### src/rtl/mem_lsu.sv
// Memory stage load/store unit: IDLE/ACCESS/DONE handshake with the data bus,
// big-endian byte lanes, misalignment and bus-timeout reporting.
module mem_lsu #(
   parameter int unsigned WAIT_MAX = 16,
   parameter logic [7:0]  OP_LB    = 8'hE0,
   parameter logic [7:0]  OP_LH    = 8'hE1,
   parameter logic [7:0]  OP_LW    = 8'hE3,
   parameter logic [7:0]  OP_LBU   = 8'hE4,
   parameter logic [7:0]  OP_LHU   = 8'hE5,
   parameter logic [7:0]  OP_SB    = 8'hE8,
   parameter logic [7:0]  OP_SH    = 8'hE9,
   parameter logic [7:0]  OP_SW    = 8'hEB
) (
   input  logic        clk,
   input  logic        rst,
   input  logic [4:0]  mem_wd,
   input  logic        mem_wreg,
   input  logic [31:0] mem_wdata,
   input  logic [31:0] mem_hi,
   input  logic [31:0] mem_lo,
   input  logic        mem_we,
   input  logic [31:0] mem_flags,
   input  logic [31:0] mem_addr,
   input  logic [31:0] mem_reg2,
   input  logic [7:0]  mem_aluop,
   output logic [4:0]  wb_wd,
   output logic        wb_wreg,
   output logic [31:0] wb_wdata,
   output logic [31:0] wb_hi,
   output logic [31:0] wb_lo,
   output logic        wb_we,
   output logic [31:0] wb_flags,
   output logic        dbus_req,
   output logic        dbus_we,
   output logic [31:0] dbus_addr,
   output logic [3:0]  dbus_sel,
   output logic [31:0] dbus_wdata,
   input  logic [31:0] dbus_rdata,
   input  logic        dbus_ack,
   output logic        stallreq,
   output logic        misalign_exc,
   output logic        bus_err
);

   typedef enum logic [1:0] {IDLE, ACCESS, DONE} state_t;

   state_t      state, state_next;
   logic [7:0]  cnt;
   logic [31:0] rdata_q;
   logic        err_q;
   logic        bus_err_q;
   logic [31:0] addr_q;
   logic [31:0] wdata_q;
   logic [3:0]  sel_q;
   logic        we_q;
   logic [7:0]  op_q;
   logic [1:0]  off_q;

   logic        is_load, is_store, is_mem, is_half, is_word;
   logic        misaligned, start, timeout;
   logic [3:0]  sel_c;
   logic [31:0] wdata_c;
   logic [31:0] ld_data;

   always_comb begin
      is_load    = (mem_aluop == OP_LB) || (mem_aluop == OP_LH) || (mem_aluop == OP_LW) ||
                   (mem_aluop == OP_LBU) || (mem_aluop == OP_LHU);
      is_store   = (mem_aluop == OP_SB) || (mem_aluop == OP_SH) || (mem_aluop == OP_SW);
      is_mem     = is_load || is_store;
      is_half    = (mem_aluop == OP_LH) || (mem_aluop == OP_LHU) || (mem_aluop == OP_SH);
      is_word    = (mem_aluop == OP_LW) || (mem_aluop == OP_SW);
      misaligned = is_mem && ((is_half && mem_addr[0]) || (is_word && (mem_addr[1:0] != 2'b00)));
      start      = is_mem && !misaligned;
      timeout    = (state == ACCESS) && !dbus_ack && (cnt == 8'(WAIT_MAX - 1));
   end

   // Big-endian lanes: byte offset 0 is the most significant byte.
   always_comb begin
      sel_c   = '0;
      wdata_c = '0;
      if (is_word) begin
         sel_c = 4'b1111;
      end else if (is_half) begin
         sel_c = mem_addr[1] ? 4'b0011 : 4'b1100;
      end else begin
         sel_c = 4'b1000 >> mem_addr[1:0];
      end
      if (mem_aluop == OP_SB) begin
         wdata_c = {4{mem_reg2[7:0]}};
      end else if (mem_aluop == OP_SH) begin
         wdata_c = {2{mem_reg2[15:0]}};
      end else if (mem_aluop == OP_SW) begin
         wdata_c = mem_reg2;
      end
   end

   always_comb begin
      logic [7:0]  byte_v;
      logic [15:0] half_v;
      case (off_q)
         2'd0:    byte_v = rdata_q[31:24];
         2'd1:    byte_v = rdata_q[23:16];
         2'd2:    byte_v = rdata_q[15:8];
         default: byte_v = rdata_q[7:0];
      endcase
      half_v = off_q[1] ? rdata_q[15:0] : rdata_q[31:16];
      if (op_q == OP_LB) begin
         ld_data = {{24{byte_v[7]}}, byte_v};
      end else if (op_q == OP_LBU) begin
         ld_data = {24'd0, byte_v};
      end else if (op_q == OP_LH) begin
         ld_data = {{16{half_v[15]}}, half_v};
      end else if (op_q == OP_LHU) begin
         ld_data = {16'd0, half_v};
      end else begin
         ld_data = rdata_q;
      end
   end

   always_ff @(posedge clk or negedge rst) begin
      if (!rst) begin
         state     <= IDLE;
         cnt       <= '0;
         rdata_q   <= '0;
         err_q     <= 1'b0;
         bus_err_q <= 1'b0;
         addr_q    <= '0;
         wdata_q   <= '0;
         sel_q     <= '0;
         we_q      <= 1'b0;
         op_q      <= '0;
         off_q     <= '0;
      end else begin
         state     <= state_next;
         bus_err_q <= timeout;
         case (state)
            IDLE: begin
               cnt <= '0;
               if (start) begin
                  addr_q  <= {mem_addr[31:2], 2'b00};
                  wdata_q <= wdata_c;
                  sel_q   <= sel_c;
                  we_q    <= is_store;
                  op_q    <= mem_aluop;
                  off_q   <= mem_addr[1:0];
               end
            end
            ACCESS: begin
               if (dbus_ack) begin
                  rdata_q <= dbus_rdata;
                  cnt     <= '0;
               end else if (timeout) begin
                  err_q <= 1'b1;
                  cnt   <= '0;
               end else begin
                  cnt <= cnt + 8'd1;
               end
            end
            default: begin
               err_q <= 1'b0;
               cnt   <= '0;
            end
         endcase
      end
   end

   always_comb begin
      state_next = state;
      case (state)
         IDLE:    if (start) state_next = ACCESS;
         ACCESS:  if (dbus_ack || timeout) state_next = DONE;
         default: state_next = IDLE;
      endcase
   end

   // Outputs are forced low while reset is held, independent of the clock.
   always_comb begin
      wb_wd        = '0;
      wb_wreg      = 1'b0;
      wb_wdata     = '0;
      wb_hi        = '0;
      wb_lo        = '0;
      wb_we        = 1'b0;
      wb_flags     = '0;
      dbus_req     = 1'b0;
      dbus_we      = 1'b0;
      dbus_addr    = '0;
      dbus_sel     = '0;
      dbus_wdata   = '0;
      stallreq     = 1'b0;
      misalign_exc = 1'b0;
      bus_err      = 1'b0;
      if (rst) begin
         wb_wd    = mem_wd;
         wb_wreg  = mem_wreg;
         wb_wdata = mem_wdata;
         wb_hi    = mem_hi;
         wb_lo    = mem_lo;
         wb_we    = mem_we;
         wb_flags = mem_flags;
         bus_err  = bus_err_q;
         case (state)
            IDLE: begin
               if (misaligned) begin
                  misalign_exc = 1'b1;
                  wb_wreg      = 1'b0;
               end else if (start) begin
                  stallreq = 1'b1;
                  wb_wreg  = 1'b0;
                  wb_we    = 1'b0;
               end
            end
            ACCESS: begin
               stallreq   = 1'b1;
               wb_wreg    = 1'b0;
               wb_we      = 1'b0;
               dbus_req   = 1'b1;
               dbus_we    = we_q;
               dbus_addr  = addr_q;
               dbus_sel   = sel_q;
               dbus_wdata = wdata_q;
            end
            default: begin
               if (!we_q) wb_wdata = ld_data;
               if (err_q) wb_wreg = 1'b0;
            end
         endcase
      end
   end

endmodule

### config.mk
export PLATFORM = sky130hd
export DESIGN_NAME = mem_lsu
export DESIGN_NICKNAME = d
export VERILOG_FILES = /design/src/rtl/mem_lsu.sv
export SDC_FILE = /design/constraint.sdc
export NUM_CORES = 1
export LEC_CHECK = 0
export CAP_MARGIN = 20
export CORE_AREA = 3 3 176 178
export DETAILED_ROUTE_END_ITERATION = 10
export DIE_AREA = 0 0 179 181
export PLACE_DENSITY = 0.64
export REMOVE_ABC_BUFFERS = 1
export SYNTH_ARGS = -nofsm -noshare
export SYNTH_HDL_FRONTEND = slang
export SYNTH_SLANG_ARGS = --single-unit
### constraint.sdc
create_clock -name clk -period 3.9 [get_ports clk]
set_clock_uncertainty 0.1 [all_clocks]
set_input_delay 0.78 -clock clk [delete_from_list [all_inputs] [get_ports clk]]
set_output_delay 0.78 -clock clk [all_outputs]
set_load 0.005 [all_outputs]
* After elaboration in Yosys (flattened, before gate mapping)
Index checks and enable logic that the tools add are counted.
** Word-level totals
- Register bits :: 121
- Bits of input ports :: 242
- Output and inout port bits :: 208
- Word-level logic and storage cells :: 117
** Operators by class
- Add/sub/neg operators :: 1
- Eq/ne operators :: 20
- Shift operators :: 1
- Mux-type cells :: 55
- Bitwise logic cells :: 1
- Reduce and logical (&&, ||, !) cells :: 28
** Operator list (number)
- 32-bit two-way mux :: 17
- 8-bit equality test, second input constant :: 12
- 8-bit two-way mux :: 3
- 8-bit one-hot mux with 3 select lines :: 1
- 1-bit two-way mux :: 20
- 4-bit two-way mux :: 5
- 16-bit two-way mux :: 1
- 1-bit logical OR :: 12
- 8-bit by 1-bit adder with 8-bit output, second input constant :: 1
- 8-bit by 4-bit equality test with 1-bit output, second input constant :: 1
- 1-bit one-hot mux with 2 select lines :: 4
- 1-bit logical AND :: 6
- 2-bit inequality test, second input constant :: 3
- 2-bit AND reduction :: 3
- 5-bit two-way mux :: 1
- 2-bit by 1-bit equality test with 1-bit output, second input constant :: 2
- 2-bit zero test :: 2
- 2-bit two-way mux :: 2
- 2-bit one-hot mux with 2 select lines :: 1
- 4-bit by 2-bit right shift with 4-bit output, first input constant :: 1
- 3-bit AND reduction :: 1
- 2-bit equality test, second input constant :: 1
- 1-bit zero test :: 2
- 2-bit by 1-bit inequality test with 1-bit output, second input constant :: 1
- 3 further kinds :: 3

* Depth between registers and ports, before layout
Gate-level depths: netlist of run 1.
- Depth after elaboration :: 13
- Mapped depth :: 8
- Depth with buffers taken out :: 5

* Worst setup path before layout of run 1
No wires, ideal clock.
- Path type :: input port to output port
- Start point :: input port mem_aluop[4]
- End point :: output port misalign_exc
- Arrival :: 1.848 ns
- Data required time :: 3.020 ns
- Setup slack :: 1.172 ns
- Stages :: 3
- Buffers on the path :: 0
- Cell sequence :: nand4b_1 -> or3b_2 -> nor4_1
** On the way
- Word-level cells in the longest chain between the ends :: 10
- Elaborated cells between the ends (all ways) :: 25
- Those cells by class :: eq/ne (8); mux (3); reduce/logical (14)
** RTL lines
- start, declared :: line 25 : input logic [7:0] mem_aluop,
- 8-bit equality test, on equally long branches :: line 66, 70
- 1-bit logical OR (3 in series) :: line 66 : is_load = (mem_aluop == OP_LB) || (mem_aluop == OP_LH) || (mem_aluop == OP_LW) ||
- 1-bit logical OR :: line 67 : (mem_aluop == OP_LBU) || (mem_aluop == OP_LHU);
- 1-bit logical OR :: line 69 : is_mem = is_load || is_store;
- 1-bit logical AND (*) :: line 72 : misaligned = is_mem && ((is_half && mem_addr[0]) || (is_word && (mem_addr[1:0] != 2'b00)));
- 1-bit two-way mux (*) :: line 204 : if (misaligned) begin
- 1-bit two-way mux (*) :: line 202 : case (state)
- 1-bit two-way mux (*) :: line 193 : if (rst) begin
- end, declared :: line 41 : output logic misalign_exc,
Mark *: on every way between the ends. The rest lies on a longest branch, timed or not.

* Final worst setup path of run 1
- Start point :: register op_q[4]
- End point :: output port wb_wdata[18]
** On the way
- Word-level cells in the longest chain between the ends :: 8
- Elaborated cells between the ends (all ways) :: 11
- Those cells by class :: eq/ne (4); mux (7)
** RTL lines
- start, declared :: line 56 : logic [7:0] op_q;
- start signal, assigned :: line 144 : op_q <= mem_aluop;
- 8-bit equality test :: line 113 : end else if (op_q == OP_LHU) begin
- 32-bit two-way mux :: line 113
- 32-bit two-way mux :: line 111 : end else if (op_q == OP_LH) begin
- 32-bit two-way mux :: line 109 : end else if (op_q == OP_LBU) begin
- 32-bit two-way mux (*) :: line 107 : if (op_q == OP_LB) begin
- 32-bit two-way mux (*) :: line 224 : if (!we_q) wb_wdata = ld_data;
- 32-bit two-way mux (*) :: line 202
- 32-bit two-way mux (*) :: line 193
- end, declared :: line 28 : output logic [31:0] wb_wdata,
Marked as above.

==> results of run 1 <==
[cells in the final DEF, fill, tap and decap left out, types with 31 or more instances in the layout]
| master | instances |
|---|---|
| nor2_1 | 33 |
| and3_1 | 68 |
| buf_4 | 32 |
| dfrtp_1 | 121 |
| clkdlybuf4s50_1 | 445 |
| a21oi_1 | 31 |
| mux2_2 | 99 |
| and2_1 | 107 |
| nand2_1 | 52 |
[flip-flops by register name (all words and copies together), names as in the netlist]
| name | flops |
|---|---|
| rdata_q | 32 |
| wdata_q | 32 |
| addr_q | 30 |
| cnt | 8 |
| op_q | 8 |
| sel_q | 4 |
| off_q | 2 |
| state | 2 |
| bus_err_q | 1 |
| err_q | 1 |
| we_q | 1 |
[report_power, final]
part           leakage [nW]  switching (mW)  internal (mW)
clock                 0.275           0.655          0.908
combinational          3.73           0.565          0.820
sequential             1.56           0.217           1.51
total                  5.57            1.44           3.24
[worst max-delay path, stage by stage (launching register included)]
cell,delay (ps)
dfrtp_1,380
nand2b_1,150
buf_4,180
a2111oi_4,630
buf_4,300
a21oi_1,80
o21ai_0,190
clkdlybuf4s50_1,530
[worst paths after layout]
path,startpoint,endpoint
worst max-delay path,op_q[4],wb_wdata[18]
worst min-delay path,rst,rdata_q[30]
worst max register to register,state[1],addr_q[19]
worst min register to register,cnt[0],cnt[0]
max in group asynchronous,rst,wdata_q[7]
min in group clk,cnt[0],cnt[0]
[cell families (layout without fill, tap and decap cells)]
group | count (synthesis) | after routing
compound gates | 122 | 122
xor+xnor | 6 | 6
fa+ha+maj | 1 | 1
buf+inv | 97 | 541
flops | 121 | 121
mux | 125 | 125
other cells | 1 | 3
simple gates | 329 | 329
[metal layers]
metal,vias up,wire (um),part of all wire [%]
met5,-,21,0.070
met1,3687,12200,41
li1,3666,-,-
met3,22,2830,9.4
met4,4,376,1.3
met2,299,14600,49
[area by class of cell]
| cell class | count | area [um^2] |
|---|---|---|
| Clock inverter | 14 | 136 |
| Antenna cell | 1 | 2.50 |
| Inverter | 24 | 90.1 |
| Sequential cell | 121 | 3030 |
| Fill cell | 2850 | 16300 |
| Tap cell | 390 | 488 |
| Timing Repair Buffer | 485 | 4830 |
| Multi-Input combinational cell | 585 | 4270 |
| Clock buffer | 18 | 439 |
[repair_timing]
| item | in CTS | in global routing |
|---|---|---|
| pin swaps | 1 | 0 |
| endpoints found under the setup margin | 9 | 2 |
| gates cloned | 0 | 0 |
| hold buffers | 0 | 0 |
| resized for setup | 2 | 3 |
| buffers inserted | 2 | 0 |
[metrics by stage]
step / power [mW] / hold WS (ps)
3_5_place_dp: 3.14 / 360
5_1_grt: 4.94 / 300
2_1_floorplan: 2.38 / 333
3_3_place_gp: 3.11 / 352
4_1_cts: 4.74 / 299
6_report: 4.68 / 289
==> results.md, run 1 <==
* Worst-Margin Slew at 626 ps
* Arrival time at the worst endpoint at 2850 ps
* Yosys top cell area share at 39.3%
* Top cells by area, synth: dfrtp_1 (39%), mux2_2 (14%), and2_1 (8.7%)
* Post-route DRC at 0
* Final Cell Area at 13300 um^2
* Number of global-route vias before repair at 7745
* CTS Buffer Depth at 2
* Die Area at 32400 um^2
* Crit end category: output pin
* M1 GR Usage at 21.6%
* Vias per cell at 4.69
* Number of synthesized flops with an enable pin at 0
* Syn-to-layout area delta at 72.5%
* Period minus WS final at 3730 ps
* Synth area leader: dfrtp_1
* Post-synthesis register bit count at 121
* CTS tree: done
* Critical Path Source Type: register
* Power per Cell Area at 352 nW/um^2
* Initial antenna violation count at 3
* YS warnings at 0
* Clock buffer count from CTS at 17
* Worst-Skew Late Latency at 410 ps
* DP HPWL at 22.5 mm
* Fin util at 45.0%
* Overall Global Routing Usage at 17.8%
* Flop2flop setup slack at 1830 ps
* Synth cell count leaders: dfrtp_1 (121), and2_1 (107), mux2_2 (99)
* Most Used Layer, Global Route: met2
* Worst setup path class: register to output pin
* F_max at 268 MHz
* Met3 Use GR at 6.16%
* Peak supply drop at 240 uV
* Cells after synthesis at 802
* Post-DR wirelength/cell at 18.3 um
* Max-slew violations at 0
* Pin count of the biggest net entering global routing at 100
* Worst hold path type: input pin to asynchronous set/reset pin
* Final setup fails at 0
* Fin crit share at 95.8%
* Largest family of logic cells by synthesized area: simple AND/OR/NAND/NOR gates
* Die H at 181 um
* Mux contribution to synthesized area at 19.3%
* P_leak at 5.57 nW
* Count leader, synth: dfrtp_1
* DRT iter0 DRCs at 394
* Total negative slack at 0 ps
* Initial Util at 26.1%
* Post-Place Cell Area at 12700 um^2
* RSZ-0062 raised after global routing: false
* Final GP Congestion at 0.778
* # IOs at 450
* Horiz. Die Dim at 179 um
* CTS H-tree depth at 4
* Final hold violations at 0
* Worst Setup Slack, final at 165 ps
* Row cnt at 63
* Detail Route Antenna Nets at 0
* Pre-CTS setup slack at -74.3 ps
* Fraction of layout cells with a size suffix above 1 at 16.0%
* Xor-xnor portion of the synthesized cell area at 0.682%
* Clock-pin slew of the registers on the worst-case setup and hold paths at 60 ps
* Unique cell type count in the Yosys netlist at 52
* Slew HR at 58.2%
* Simple-Gate Fraction of Synth Area at 24.0%
* First-pass DRT Iterations at 4
* First-pass GRT wire length at 45.0 mm
* Buffers on Ports at 447
* Global route overflow at 0
* Final Non-Filler Cells at 1638
* M2 GR Usage at 30.2%
* Adder-cell share of the synthesized area at 0.162%
* Register-to-Register Path Depth at 4
* Req. time, crit path at 3020 ps
* Status: complete, no violations
* Async set-reset flop share out of synthesis at 100%
* Syn Area/Cell at 9.61 um^2
* Num Clock Sinks at 121
* Synth Cell Area at 7700 um^2
* Vias at 7678
* Seq/Total Area, Yosys at 39.3%
* MaxCap Viol Count at 0
* Routed WL at 30.0 mm
* Inst Count DP at 1603
* Ys flop type: dfrtp_1
* Synth Area in Compound Gates at 10.7%
* Crit-path max FO at 9
* Placeable Area at 29600 um^2
* Final Net Count at 1477
* CTS root buffer: clkbuf_16
Note: power is estimated with default switching activity, not from simulation.
==> inputs of run 2 (changes only) <==
--- a/config.mk
+++ b/config.mk
@@ -6,10 +6,13 @@
 export NUM_CORES = 1
 export LEC_CHECK = 0
 export CAP_MARGIN = 20
-export CORE_AREA = 3 3 176 178
+export CELL_PAD_IN_SITES_DETAIL_PLACEMENT = 1
+export CELL_PAD_IN_SITES_GLOBAL_PLACEMENT = 2
+export CORE_ASPECT_RATIO = 0.9
+export CORE_MARGIN = 3
+export CORE_UTILIZATION = 23
 export DETAILED_ROUTE_END_ITERATION = 10
-export DIE_AREA = 0 0 179 181
-export PLACE_DENSITY = 0.64
+export PLACE_DENSITY = 0.92
 export REMOVE_ABC_BUFFERS = 1
 export SYNTH_ARGS = -nofsm -noshare
 export SYNTH_HDL_FRONTEND = slang
==> results.md, run 2 (same netlist as run 1, synthesis figures left out) <==
* First-pass GRT wire length at 50.4 mm
* Most Used Layer, Global Route: met2
* Reg-to-Reg Start: state[1]
* Final hold violations at 0
* Die Area at 35700 um^2
* Worst-Skew Late Latency at 410 ps
* Arrival time at the worst endpoint at 2890 ps
* Post-Place Cell Area at 12700 um^2
* Crit end category: output pin
* Sequential Area at 3030 um^2
* Multi-input logic area at 4260 um^2
* Number of diodes at 0
* F_max at 265 MHz
* Pin count of the biggest net entering global routing at 62
* Vias at 7772
* DP HPWL at 25.7 mm
* CTS H-tree depth at 4
* RSZ-0062 raised after global routing: false
* Status: complete, no violations
* Fin crit share at 96.7%
* Final setup fails at 0
* Commonest non-fill, non-tap cell in the layout: clkdlybuf4s50_1
* MaxCap Viol Count at 0
* Num Clock Sinks at 121
* CTS Buffer Depth at 2
* Final Net Count at 1476
* Clock buffer count from CTS at 17
* Req. time, crit path at 3020 ps
* Worst setup path class: input pin to output pin
* # IOs at 450
* Syn-to-layout area delta at 72.6%
* Flop2flop setup slack at 1850 ps
* Slew HR at 54.1%
* Initial Util at 23.8%
* Overall Global Routing Usage at 18.0%
* Vias per cell at 4.68
* CTS root buffer: clkbuf_16
* Routed WL at 33.2 mm
* Met3 Use GR at 6.36%
* Register-to-Register Path Depth at 4
* Final GP Congestion at 0.821
* M1 GR Usage at 22.7%
* Total negative slack at 0 ps
* Number of global-route vias before repair at 8291
* Die H at 180 um
* Biggest regs: rdata_q (32), wdata_q (32), addr_q (30)
* Period minus WS final at 3770 ps
* Worst hold path type: input pin to asynchronous set/reset pin
* Worst-Margin Slew at 686 ps
* Clock-pin slew of the registers on the worst-case setup and hold paths at 60 ps
* DRT iter0 DRCs at 290
* Detail Route Antenna Nets at 0
* Power per Cell Area at 352 nW/um^2
* Max-slew violations at 0
* Most frequent cells in the layout: clkdlybuf4s50_1 (445), dfrtp_1 (121), and2_1 (107), mux2_2 (99), and3_1 (68)
* Fraction of layout cells with a size suffix above 1 at 15.7%
* Crit-path max FO at 3
* Fillers at 3662
* FF-to-FF End: off_q[1]
* Post-route DRC at 0
* Horiz. Die Dim at 199 um
* Buffers on Ports at 447
* Final Cell Area at 13300 um^2
* M2 GR Usage at 30.5%
* Hold Buf Count CTS at 0
* P_leak at 5.56 nW
* Placeable Area at 32400 um^2
* Critical Path Source Type: input pin
* Post-DR wirelength/cell at 20.0 um
* Global route overflow at 0
* CTS tree: done
* First-pass DRT Iterations at 5
* Initial antenna violation count at 2
* Peak supply drop at 286 uV
* Fin Hold WS at 116 ps
* Row cnt at 62
run 2: cell count changes in the layout (fill, tap and decap cells not counted), moves of 2 or more:
cell | previous run | this run
clkinv_2 | 1 | 4
inv_6 | 7 | 0
clkinvlp_4 | 3 | 5
clkbuf_8 | 2 | 5
run 2: repair_timing:
| action | in CTS | in global routing |
|---|---|---|
| resized for setup | 1 | 3 |
| pin swaps | 2 | 2 |
| setup buffers | 3 | 1 |
| setup endpoints to repair | 20 | 15 |
run 2: layout make-up:
type,count,share of cell area [%]
repair buffers,484,36.3
multi-input cells,585,32.0
flip-flops and latches,121,22.8
well taps,416,3.91
clock buffers,21,3.61
clock inverters,11,0.724
inverters,24,0.677
run 2: worst max-delay path, cell delays in order:
cell	delay, ps
clkdlybuf4s50_1	510
nand4b_1	180
buf_4	200
or3b_4	420
buf_4	150
a22oi_1	150
nor2_1	60
clkdlybuf4s50_1	440
run 2: layer usage:
layer	wire [um]	vias up
met1	13900	3842
met5	27	-
met4	185	4
met3	2670	20
li1	-	3658
met2	16400	248
run 2: worst max path at each step:
stage	slack (ps)	depth (start not counted)	start	to
6_report	130	8	mem_aluop[7]	wb_wreg
3_3_place_gp	-70	6	mem_aluop[7]	misalign_exc
3_5_place_dp	-40	8	mem_aluop[7]	wb_wreg
2_1_floorplan	150	3	state[1]	rdata_q[0]
4_1_cts	50	6	op_q[4]	wb_wdata[19]
5_1_grt	20	8	mem_aluop[7]	wb_wreg
run 2: power by group:
| part | total, mW | internal [mW] | switching, mW |
|---|---|---|---|
| sequential | 1.74 | 1.51 | 0.227 |
| clock | 1.55 | 0.940 | 0.609 |
| combinational | 1.40 | 0.820 | 0.576 |
run 2: metrics by stage:
stage | worst slack (ps) | util [%] | total power [mW] | cells
after floorplan | 147 | - | 2.38 | 730
after global placement | -65.8 | 39.1 | 3.10 | 1625
after detailed placement | -36.8 | 39.1 | 3.15 | 1625
after CTS | 47.2 | 40.9 | 4.75 | 1660
after global routing | 17.6 | 41.0 | 4.97 | 1662
final | 128 | 41.0 | 4.68 | 1662
